[src/rtl/gsm_egress_buf.sv]
// Egress buffer between the switch egress port and the downstream consumer.
// First-word-fall-through FIFO with registered stall, sticky overflow and a delivered-word counter.
module gsm_egress_buf #(
    parameter int DWIDTH       = 128,
    parameter int AWIDTH       = 4,
    parameter int STALL_MARGIN = 3
) (
    input  logic              clk,
    input  logic              clr,
    input  logic              i_valid,
    input  logic [DWIDTH-1:0] i_data,
    output logic              o_stall,
    output logic              o_valid,
    output logic [DWIDTH-1:0] o_data,
    input  logic              i_ready,
    output logic [AWIDTH:0]   o_count,
    output logic              o_overflow,
    output logic [31:0]       o_word_cnt
);

    localparam int DEPTH = 1 << AWIDTH;
    localparam logic [AWIDTH:0] FULL     = (AWIDTH+1)'(DEPTH);
    localparam logic [AWIDTH:0] STALL_TH = (AWIDTH+1)'(DEPTH - STALL_MARGIN);

    logic [DWIDTH-1:0] mem_q [DEPTH];
    logic [AWIDTH-1:0] wr_ptr_q, wr_ptr_d;
    logic [AWIDTH-1:0] rd_ptr_q, rd_ptr_d;
    logic [AWIDTH:0]   count_q, count_d;
    logic              stall_q, stall_d;
    logic              overflow_q, overflow_d;
    logic [31:0]       word_cnt_q, word_cnt_d;
    logic              rd, wr;

    always_comb begin
        rd         = (count_q != '0) && i_ready;
        // A full buffer can still take a word when the head leaves in the same cycle.
        wr         = i_valid && ((count_q < FULL) || rd);
        wr_ptr_d   = wr_ptr_q;
        rd_ptr_d   = rd_ptr_q;
        word_cnt_d = word_cnt_q;
        overflow_d = overflow_q;
        count_d    = count_q;
        if (wr) wr_ptr_d = wr_ptr_q + 1'b1;
        if (rd) begin
            rd_ptr_d   = rd_ptr_q + 1'b1;
            word_cnt_d = word_cnt_q + 32'd1;
        end
        case ({wr, rd})
            2'b10:   count_d = count_q + 1'b1;
            2'b01:   count_d = count_q - 1'b1;
            default: count_d = count_q;
        endcase
        if (i_valid && !wr) overflow_d = 1'b1;
        stall_d = (count_d >= STALL_TH);
    end

    always_ff @(posedge clk or posedge clr) begin
        if (clr) begin
            wr_ptr_q   <= '0;
            rd_ptr_q   <= '0;
            count_q    <= '0;
            stall_q    <= 1'b0;
            overflow_q <= 1'b0;
            word_cnt_q <= '0;
        end else begin
            wr_ptr_q   <= wr_ptr_d;
            rd_ptr_q   <= rd_ptr_d;
            count_q    <= count_d;
            stall_q    <= stall_d;
            overflow_q <= overflow_d;
            word_cnt_q <= word_cnt_d;
        end
    end

    // Storage is not reset; an entry written while clr is high is unreachable since pointers and count clear.
    always_ff @(posedge clk) begin
        if (wr) mem_q[wr_ptr_q] <= i_data;
    end

    assign o_valid    = (count_q != '0);
    assign o_data     = mem_q[rd_ptr_q];
    assign o_count    = count_q;
    assign o_stall    = stall_q;
    assign o_overflow = overflow_q;
    assign o_word_cnt = word_cnt_q;

endmodule

[config.mk]
export PLATFORM = sky130hd
export DESIGN_NAME = gsm_egress_buf
export DESIGN_NICKNAME = d
export VERILOG_FILES = /design/src/rtl/gsm_egress_buf.sv
export SDC_FILE = /design/constraint.sdc
export NUM_CORES = 2
export LEC_CHECK = 0
export ABC_AREA = 1
export BUFFER_PORTS_ARGS = -buffer_cell sky130_fd_sc_hd__buf_2
export CAP_MARGIN = 40
export CORE_UTILIZATION = 23
export DETAILED_ROUTE_END_ITERATION = 8
export PLACE_DENSITY_LB_ADDON = 0.05
export SETUP_SLACK_MARGIN = 0.3
export SYNTH_ARGS = -nofsm -noshare
export SYNTH_HDL_FRONTEND = slang
export SYNTH_SLANG_ARGS = --single-unit
[constraint.sdc]
create_clock -name clk -period 9.7 [get_ports clk]
set_clock_uncertainty 0.15 [all_clocks]
set_input_delay 1.94 -clock clk [delete_from_list [all_inputs] [get_ports clk]]
set_output_delay 1.94 -clock clk [all_outputs]
set_load 0.005 [all_outputs]
==> out/summary.txt <==
PnR worst setup slack: 3240 ps
first-pass GRT wire length: 424000 microns
overall power: 30300 uW
largest net degree at the start of global routing: 200
hpwl dp: 144000 microns
quantity of gates resized following cts: 0
Crit. Startpoint: rd_ptr_q[0]
failing checks: slew limit
slew margin rel.: -16.4%
reg2reg end: mem_q[3][35]
1st-pass router iterations: 8
Startpoint Class: flop
Die Ht: 605 microns
gr usage total: 16.2%
minimum clock period: 6460 ps
Max Freq: 0.155 GHz
Die ar.: 366000 sq um
root cell of the clock tree: clkbuf_16
Avg WL per Cell: 25.4 microns
crit path capture type: output port
syn nets: 6713
sequential area share after synthesis: 75.0%
CTS Buf Count: 273
clk sinks: 2095
crit path capture: o_data[63]
vias in the first global route: 54100
unrepaired setup endpoints after global routing: false
Post-CTS Setup Repair Bufs: 0
flop-to-flop setup slack: 5710 ps
hold buffer count at cts: 0
Synth-to-Final Area Change: 18.8%
Via Count: 52700
multi-input logic area: 18300 sq um
CTS tree: yes
period utilisation layout: 66.6%
cells after synthesis: 6570
routability cong.: 0.689
VDD IR max: 0.232 mV
Worst R2R Start: o_count[4]
max-cap violations: 0
worst path required time: 7610 ps
antenna violations before repair: 75
Netlist Area Pre-Place: 83500 sq um
TNS Setup: 0 ps
Register Area: 62700 sq um
fin. max-slew vios: 64
most common cell after layout, fill and taps aside: edfxtp_1
outcome: complete, but fails checks
leakage: 0.0332 uW
Setup Viol. Count Final: 0
R2R cell count: 8
starting density of the core: 23.2%
FP Rows: 220
# port buffers: 299
CTS clk-pin slew, worst paths: 50 ps
Die Span X: 605 microns
commonest cells after routing, fill and taps aside: 2048 x edfxtp_1, 1147 x nand2_1, 897 x nor2_1
clk buf depth: 4
Worst Path Arrival: 4370 ps
Cell Pwr Density: 305 nW/um^2
antenna viol nets, final: 0
warnings from Yosys: 0
Seq cells post-synth: 2095
syn_area_per_cell: 12.7 sq um
worst setup path class: flop to output port
final hold vios: 0
io pins: 300
Vias/cell: 4.46
fillers: 36900
crit-path max FO: 66
First DRT Iteration DRCs: 3126
CTS H-Tree Depth: 5
fraction of layout cells with a size suffix above 1: 11.2%
DRC viols: 0
final wirelength: 300000 microns
Nets: 6990
clk_lat worst skew: 880 ps
pre-CTS setup slack: 4000 ps
HP Class: flop to flop
core outline area: 360000 sq um
Worst-Margin Slew: 1750 ps
Synth cell types: 29
gr ovfl total: 0
worst max-delay path, stage by stage (launching register included):
cell	delay, ps
dfrtp_4	970
buf_4	700
buf_4	570
buf_12	300
o21ai_0	140
o211ai_1	270
nand3_1	110
nand2_1	110
buf_2	160
how the worst min path moves through the flow:
stage | startpoint | to | slack [ps] | cells past startpoint
after floorplan | o_overflow | o_overflow | 300 | 1
after global placement | o_overflow | o_overflow | 290 | 1
after detailed placement | o_overflow | o_overflow | 290 | 1
after CTS | o_overflow | o_overflow | 300 | 1
after global routing | o_overflow | o_overflow | 330 | 1
final | o_overflow | o_overflow | 300 | 1
per-layer routing:
metal / share of wire [%] / GRT usage, %
met5: 0.085 / 0
met4: 2.2 / 3.69
met3: 3.8 / 2.71
met2: 49 / 27.7
met1: 45 / 21.3
area by class of cell:
cell class                      count  area share [%]
Clock inverter                    106           0.772
Sequential cell                  2095            63.2
Tap cell                         4773            6.02
Timing Repair Buffer              432            3.55
Multi-Input combinational cell   3910            18.5
Inverter                          135           0.550
Antenna cell                       11          0.0277
Clock buffer                      364            7.41
cells in the mapped netlist, drive strengths merged:
cell	number	area (sq um)
and2	12	75.1
nor2	913	3430
nand4	12	75.1
nand3	571	2860
o21a	1	7.51
inv	133	502
a21o	1	7.51
edfxtp	2048	61500
nand3b	6	45.0
dfrtp	47	1180
clkbuf	161	606
buf	269	1510
o211ai	402	3020
nor3	1	10.0
a21oi	92	460
ha	10	125
nand2	1148	4310
xor2	20	175
clkinv	2	7.51
fa	1	20.0
o21ai	720	3600
sequential cells by signal (all words and copies together), names as in the netlist:
name	cells
wr_ptr_q	4
o_word_cnt	32
rd_ptr_q	4
o_overflow	1
o_count	5
mem_q	2048
o_stall	1
cell families after synthesis:
kind of cell / after synthesis / synth area share [%]
AND/OR/NAND/NOR: 2663 / 12.9
flip-flops: 2095 / 75.0
AO/OA/AOI/OAI: 1216 / 8.50
buffers and inverters: 565 / 3.14
XOR/XNOR: 20 / 0.210
adder cells (fa/ha/maj): 11 / 0.174
per-stage QoR:
stage	cells	hold WS (ps)	cell area [sq um]	utilization (%)
6_report	11800	297	99200	27.5
4_1_cts	11800	301	99200	27.5
5_1_grt	11800	329	99200	27.5
3_3_place_gp	11300	285	90100	25.0
2_1_floorplan	6570	301	83500	-
3_5_place_dp	11300	289	91100	25.3
report_power, final:
group          total, uW  internal, uW  switching (uW)
Combinational       9880          2750            7130
Clock               9480          5460            4030
Sequential         10900         10600             293
Total              30300         18800           11400
Note: power is estimated with default switching activity, not from simulation.
